`src/rtl/axi_ni_receive_flit_controller.sv`:
```
// axi_ni_receive_flit_controller: sequences incoming NoC flits into header/payload capture strobes
// and holds a completed (or malformed) packet until the consumer takes it.
module axi_ni_receive_flit_controller #(
    parameter int FLIT_WIDTH        = 32,
    parameter int FTYPE_WIDTH       = 2,
    parameter int HEADER_FLITS      = 2,
    parameter int MAX_PAYLOAD_FLITS = 8,
    parameter int CNT_WIDTH         = 4
) (
    input  logic                  clk,
    input  logic                  rst,
    input  logic [FLIT_WIDTH-1:0] flit_in,
    input  logic                  flit_valid,
    output logic                  flit_ready,
    output logic                  sample_header,
    output logic                  sample_payload,
    output logic [CNT_WIDTH-1:0]  flit_count,
    output logic [CNT_WIDTH-1:0]  payload_flits,
    output logic                  pkt_valid,
    input  logic                  pkt_ready,
    output logic                  pkt_error
);
    typedef enum logic [2:0] {IDLE, HEADER, PAYLOAD, DROP, PENDING} state_t;
    localparam logic [FTYPE_WIDTH-1:0] T_HEAD = FTYPE_WIDTH'(1);
    localparam logic [FTYPE_WIDTH-1:0] T_TAIL = FTYPE_WIDTH'(2);
    localparam logic [FTYPE_WIDTH-1:0] T_HT   = FTYPE_WIDTH'(3);
    localparam logic [2:0]             HDR_LAST = 3'(HEADER_FLITS - 1);
    localparam logic [CNT_WIDTH-1:0]   PAY_MAX  = CNT_WIDTH'(MAX_PAYLOAD_FLITS);

    state_t                 state_q, state_d;
    logic [2:0]             hdr_q, hdr_d;
    logic [CNT_WIDTH-1:0]   payload_q, payload_d;
    logic                   err_q, err_d;
    logic [FTYPE_WIDTH-1:0] ftype;
    logic                   accept, is_tail, is_ht, starts, ends, full, hdr_last;
    logic                   unused_flit_bits;

    assign ftype            = flit_in[FTYPE_WIDTH-1:0];
    assign unused_flit_bits = ^flit_in[FLIT_WIDTH-1:FTYPE_WIDTH];
    assign is_tail          = ftype == T_TAIL;
    assign is_ht            = ftype == T_HT;
    assign starts           = ftype == T_HEAD || is_ht;
    assign ends             = is_tail || is_ht;
    assign full             = payload_q == PAY_MAX;
    assign hdr_last         = hdr_q == HDR_LAST;
    assign accept           = flit_valid && flit_ready;

    always_ff @(posedge clk) begin
        if (rst) begin
            state_q   <= IDLE;
            hdr_q     <= '0;
            payload_q <= '0;
            err_q     <= 1'b0;
        end else begin
            state_q   <= state_d;
            hdr_q     <= hdr_d;
            payload_q <= payload_d;
            err_q     <= err_d;
        end
    end

    always_comb begin
        state_d   = state_q;
        hdr_d     = hdr_q;
        payload_d = payload_q;
        err_d     = err_q;
        case (state_q)
            IDLE: if (accept && starts) begin
                hdr_d   = 3'd1;
                err_d   = is_ht && HEADER_FLITS != 1;
                state_d = is_ht ? PENDING : (HEADER_FLITS == 1 ? PAYLOAD : HEADER);
            end
            HEADER: if (accept) begin
                if (starts) begin
                    err_d   = 1'b1;
                    state_d = is_ht ? PENDING : DROP;
                end else if (is_tail) begin
                    // a packet ending inside its header has no payload phase at all
                    err_d   = 1'b1;
                    state_d = PENDING;
                end else begin
                    hdr_d   = hdr_last ? hdr_q : hdr_q + 3'd1;
                    state_d = hdr_last ? PAYLOAD : HEADER;
                end
            end
            PAYLOAD: if (accept) begin
                if (starts) begin
                    err_d   = 1'b1;
                    state_d = is_ht ? PENDING : DROP;
                end else begin
                    payload_d = full ? payload_q : payload_q + CNT_WIDTH'(1);
                    err_d     = err_q || full;
                    state_d   = is_tail ? PENDING : (full ? DROP : PAYLOAD);
                end
            end
            DROP: if (accept && ends) state_d = PENDING;
            PENDING: if (pkt_ready) begin
                state_d   = IDLE;
                hdr_d     = '0;
                payload_d = '0;
                err_d     = 1'b0;
            end
            default: state_d = IDLE;
        endcase
    end

    always_comb begin
        flit_ready     = !rst && state_q != PENDING;
        sample_header  = accept && ((state_q == IDLE && starts) || (state_q == HEADER && !starts));
        sample_payload = accept && state_q == PAYLOAD && !starts && !full;
        flit_count     = rst ? '0 : state_q == HEADER ? CNT_WIDTH'(hdr_q) :
                         state_q == PAYLOAD ? payload_q : '0;
        payload_flits  = rst ? '0 : payload_q;
        pkt_valid      = !rst && state_q == PENDING;
        pkt_error      = !rst && err_q;
    end
endmodule

```
`config.mk`:
```
export PLATFORM = sky130hd
export DESIGN_NAME = axi_ni_receive_flit_controller
export DESIGN_NICKNAME = d
export VERILOG_FILES = /design/src/rtl/axi_ni_receive_flit_controller.sv
export SDC_FILE = /design/constraint.sdc
export NUM_CORES = 1
export LEC_CHECK = 0
export ABC_AREA = 0
export CORE_AREA = 2 2 54 56
export DETAILED_ROUTE_END_ITERATION = 6
export DIE_AREA = 0 0 56 58
export PLACE_DENSITY = 0.76
export RECOVER_POWER = 50
export SLEW_MARGIN = 20
export SYNTH_ARGS = -nofsm -noshare
export SYNTH_HDL_FRONTEND = slang
export SYNTH_SLANG_ARGS = --single-unit
```
`constraint.sdc`:
```
create_clock -name clk -period 1.6 [get_ports clk]
set_input_delay 0.24 -clock clk [delete_from_list [all_inputs] [get_ports clk]]
set_output_delay 0.24 -clock clk [all_outputs]
set_load 0.05 [all_outputs]
```
-- After elaboration in Yosys (flattened, before gate mapping)
Index checks and enable logic that the tools add are counted.
- flip-flop bits (word level): 11
- input port bits: 36
- output and inout bits: 13
- word-level logic and storage cells: 91
- $add $sub $neg: 2
- equality and inequality tests: 21
- multiplexer cells: 37
- reduce and logical (&&, ||, !) cells: 27
- operators with widths (cell ; count):
    $mux 3 ; 16
    $mux 4 ; 8
    $ne 2x2->1 const B ; 10
    $pmux 3 s5 ; 1
    $logic_and 1x1->1 ; 12
    $reduce_and 5->1 ; 2
    $pmux 3 s3 ; 1
    $mux 1 ; 8
    $pmux 4 s2 ; 1
    $reduce_and 7->1 ; 1
    $eq 3x1->1 const B ; 2
    $eq 3x2->1 const B ; 2
    $ne 3x3->1 const B ; 2
    $reduce_and 6->1 ; 1
    $add 4x1->4 const B ; 1
    $eq 2x2->1 const B ; 2
    $eq 4x4->1 const B ; 1
    $logic_or 1x1->1 ; 4
    $pmux 1 s4 ; 1
    $reduce_bool 4->1 ; 1
    $add 3x1->3 const B ; 1
    $eq 3x3->1 const B ; 1
    $logic_not 1->1 ; 3
    $logic_not 3->1 ; 1
    other kinds (4) ; 4

-- Longest topological paths before layout
- depth after elaboration: 6
- mapped depth: 6
- depth with buffers taken out: 6

-- Worst setup path before layout
No wires, ideal clock.
- path type: reg-to-output
- from: reg state_q[1]
- to: out flit_count[0]
- arrival: 1.841 ns
- data required time: 1.360 ns
- slack: -0.481 ns
- cell stages (with the launch flop): 4
- path buffers: 0
- cells stage by stage: dfxtp_1 nor2b_1 a22oi_1 nor3_1
- cells in the longest elaborated chain, start to end: 4
- elaborated cells on any way between the ends: 5
- those cells by class: eq/ne: 2; mux: 3
- ends and longest elaborated chain (what ; RTL line ; text):
    start, declared ; 30 ; state_t state_q, state_d;
    start signal, assigned ; 55 ; state_q <= state_d;
    $eq 3x2->1 ; 112 ; state_q == PAYLOAD ? payload_q : '0;
    $mux 4 ; 112 ;
    $mux 4 * (2 in series) ; 111 ; flit_count = rst ? '0 : state_q == HEADER ? CNT_WIDTH'(hdr_q) :
    end, declared ; 17 ; output logic [CNT_WIDTH-1:0] flit_count,
Mark *: on every way between the ends. The rest lies on a longest branch, timed or not.

-- Final worst setup path
- from: reg state_q[2]
- to: out sample_header
- cells in the longest elaborated chain, start to end: 4
- elaborated cells on any way between the ends: 9
- those cells by class: eq/ne: 2; reduce/logical: 7
- ends and longest elaborated chain (what ; RTL line ; text):
    $ne 3x3->1, or another cell as far along ; 108 ; flit_ready = !rst && state_q != PENDING;
    $logic_and 1x1->1, on equally long branches ; 108, 109 ;
    $logic_and 1x1->1 / $logic_or 1x1->1 (equally long branches) ; 46, 109 ;
    $logic_and 1x1->1 * ; 109 ; sample_header = accept && ((state_q == IDLE && starts) || (state_q == HEADER && !starts));
    end, declared ; 15 ; output logic sample_header,
Marks and branches as above.

==> impl_metrics.env <==
export IMPL_numPortBuffers=18
export IMPL_cp_top_family="simple AND/OR/NAND/NOR gates"
export IMPL_setup_ws_ns=-0.0574
export IMPL_antennaDiodeCount=0
export IMPL_drtPass1Iterations=4
export IMPL_wl_um=3410
export IMPL_grt_pass1_vias=1292
export IMPL_status="finished with violations"
export IMPL_avgViaCountPerCell=6.01
export IMPL_slew_headroom=0.755
export IMPL_grt_antenna_before_repair=0
export IMPL_cp_num_buf_inv=1
export IMPL_setup_viol=7
export IMPL_die_h_um=58
export IMPL_grt_max_degree=13
export IMPL_crit_fanout=5
export IMPL_gp_congestion=1.02
export IMPL_ir_worst_vdd_uv=471
export IMPL_clockBufferDepth=2
export IMPL_yosysTopAreaCell="dfxtp_1"
export IMPL_synth_warnings=0
export IMPL_coreArea_mm2=0.00266
export IMPL_syn_mean_instance_area_um2=7.98
export IMPL_yosysSeqAreaShare=0.217
export IMPL_path_depth=3
export IMPL_hpwl_um=2260
export IMPL_leakagePower_nw=0.691
export IMPL_syn2layout_area_growth_pct=71.2
export IMPL_max_clock_freq_mhz=603
export IMPL_fin_crit_ns=1.66
export IMPL_synth_mux_area_frac=0.0235
export IMPL_r2r_end="hdr_q[2]"
export IMPL_start_util=0.381
export IMPL_drive_gt1_frac=0.475
export IMPL_hold_viol=0
export IMPL_drt_initial_drc_count=41
export IMPL_syn_num_nets=167
export IMPL_cp_start_kind="flop"
export IMPL_p_per_area_mw_per_mm2=518
export IMPL_cap_violations=0
export IMPL_r2r_start="state_q[2]"
export IMPL_dieWidth_um=56
export IMPL_die_area_mm2=0.00325
export IMPL_grt_pass1_wl_um=5460
export IMPL_cts_root_buf="clkbuf_4"
export IMPL_synthArstFlopShare=0
export IMPL_slowest_stage="or3b_4"
export IMPL_final_max_slew_viol_count=0
export IMPL_h_tree_depth=1
export IMPL_layout_commonest_cell="buf_4"
export IMPL_finish_utilization=0.652
export IMPL_cts_tree="done"
export IMPL_ioPinCount=49
export IMPL_rows=19
export IMPL_crit_required_ns=1.36
export IMPL_tightest_slew_ns=0.363
export IMPL_synthTopCellsByArea="dfxtp_1 22%, a21oi_1 4.9%, ha_1 4.9%"
export IMPL_crit_start="state_q[2]"
export IMPL_hp_class="in -> reg"
export IMPL_yosysTopAreaCellShare=0.217
export IMPL_vias=1262
export IMPL_yosys_area_share_simple=0.300
export IMPL_clk_pin_slew_ns=0.08
export IMPL_critPathMaxStageDelay_ns=0.41
export IMPL_yosys_area_share_adder=0.0494
export IMPL_finalCritPeriodShare=1.04
export IMPL_clock_sinks=11
export IMPL_rsz0062_at_grt="true"
export IMPL_grt_overflow=0
export IMPL_path_class="reg -> out"
export IMPL_drc_errors=0
export IMPL_synth_seq_cells=11
export IMPL_violations="negative setup slack"
export IMPL_r2r_cells=6
export IMPL_ant_nets=0
export IMPL_cp_end_kind="output pin"
export IMPL_clk_latency_ns=0.28
export IMPL_ys_flop_type="dfxtp_1"
export IMPL_wl_per_cell_um=16.2
export IMPL_num_nets_final=220
export IMPL_layout_common_cells="35 x buf_4, 11 x buf_12, 9 x a21oi_1"
export IMPL_synth_distinct_cells=49
export IMPL_synth_top_family_by_area="compound AO/OA/AOI/OAI gates"
export IMPL_synth_edff_count=0
export IMPL_cp_endpoint="sample_header"
export IMPL_cp_arrival_ns=1.42
export IMPL_place_ws_ns=-0.282
export IMPL_cp_cell_sequence="or3b_4 -> nor3_4 -> buf_12"
export IMPL_synth_xor_area_frac=0.0173
export IMPL_cts_buffers=3
export IMPL_synthCells=127
export IMPL_synth_area_mm2=0.00101
export IMPL_track_usage=0.212
export IMPL_synth_compound_area_share=0.311
export IMPL_rrSetupSlack_ns=-0.05
export IMPL_skew_ns=0.00408
-- report_power, final --
group | leakage [nW] | total [mW] | switching, mW | internal [mW]
Combinational | 0.583 | 0.386 | 0.205 | 0.181
Sequential | 0.0922 | 0.307 | 0.0189 | 0.288
Clock | 0.0150 | 0.207 | 0.110 | 0.0969
Total | 0.691 | 0.900 | 0.334 | 0.566
-- timing repair --
action	CTS	global route
pin swaps	5	9
gates cloned	0	0
resized for setup	24	11
setup buffers	6	4
setup endpoints to repair	14	15
hold buffers	0	0
-- Yosys cell counts, drive strengths merged (3+ instances only) --
master   n
a211oi   4
a21oi   10
a22oi    3
buf      7
dfxtp   11
ha       4
inv      7
nand2    6
nand3    7
nor2     8
nor2b    7
nor3     7
o21ai    5
-- worst min path at each step --
stage | startpoint | end | slack (ns) | depth (start not counted)
finish | rst | state_q[0] | 0.48 | 3
global route | rst | state_q[0] | 0.49 | 3
CTS | rst | state_q[2] | 0.46 | 3
detailed placement | hdr_q[2] | hdr_q[2] | 0.51 | 2
global placement | hdr_q[2] | hdr_q[2] | 0.50 | 2
floorplan | pkt_ready | payload_q[2] | 0.34 | 1
-- metrics by stage --
step           total power, mW  std cells  hold WS, ns  instance area, µm²  setup TNS [ns]
6_report                 0.900        210        0.478                1740          -0.214
5_1_grt                  0.949        210        0.495                1740          -0.981
4_1_cts                  0.871        206        0.461                1710          -0.147
3_5_place_dp             0.648        196        0.507                1570           -3.22
3_3_place_gp             0.636        196        0.499                1570           -2.68
2_1_floorplan            0.512        127        0.337                1050          -0.117
-- sequential cells by signal (all words and copies together) (netlist names) --
register   count
err_q          1
hdr_q          3
payload_q      4
state_q        3
-- layout make-up --
type,instances,area [µm²]
Fill cell,206,927
Multi-Input combinational cell,100,838
Timing Repair Buffer,57,573
Sequential cell,11,233
Tap cell,31,38.8
Clock buffer,4,26.3
Inverter,7,26.3
-- layer usage --
metal	vias to the layer above	GRT usage	wire length (µm)
li1	588	-	-
met2	55	0.405	1830
met4	0	0.0544	68
met5	-	0	0
met1	609	0.237	1280
met3	10	0.0491	227
-- logic make-up after synthesis --
| kind of cell | after synthesis |
|---|---|
| AOI/OAI and AO/OA | 40 |
| muxes | 2 |
| and+or+nand+nor | 52 |
| adders and majority gates | 4 |
| buffers and inverters | 16 |
| xor gates and xnor gates | 2 |
| DFF | 11 |
-- worst register-to-register path, stage by stage (launching register included) --
cell and delay (ns):
dfxtp_4 0.37, buf_4 0.15, buf_4 0.14, mux2i_4 0.20, a221o_1 0.35, o31ai_2 0.25, a21oi_1 0.09
Power figures use the tool's default switching activity.
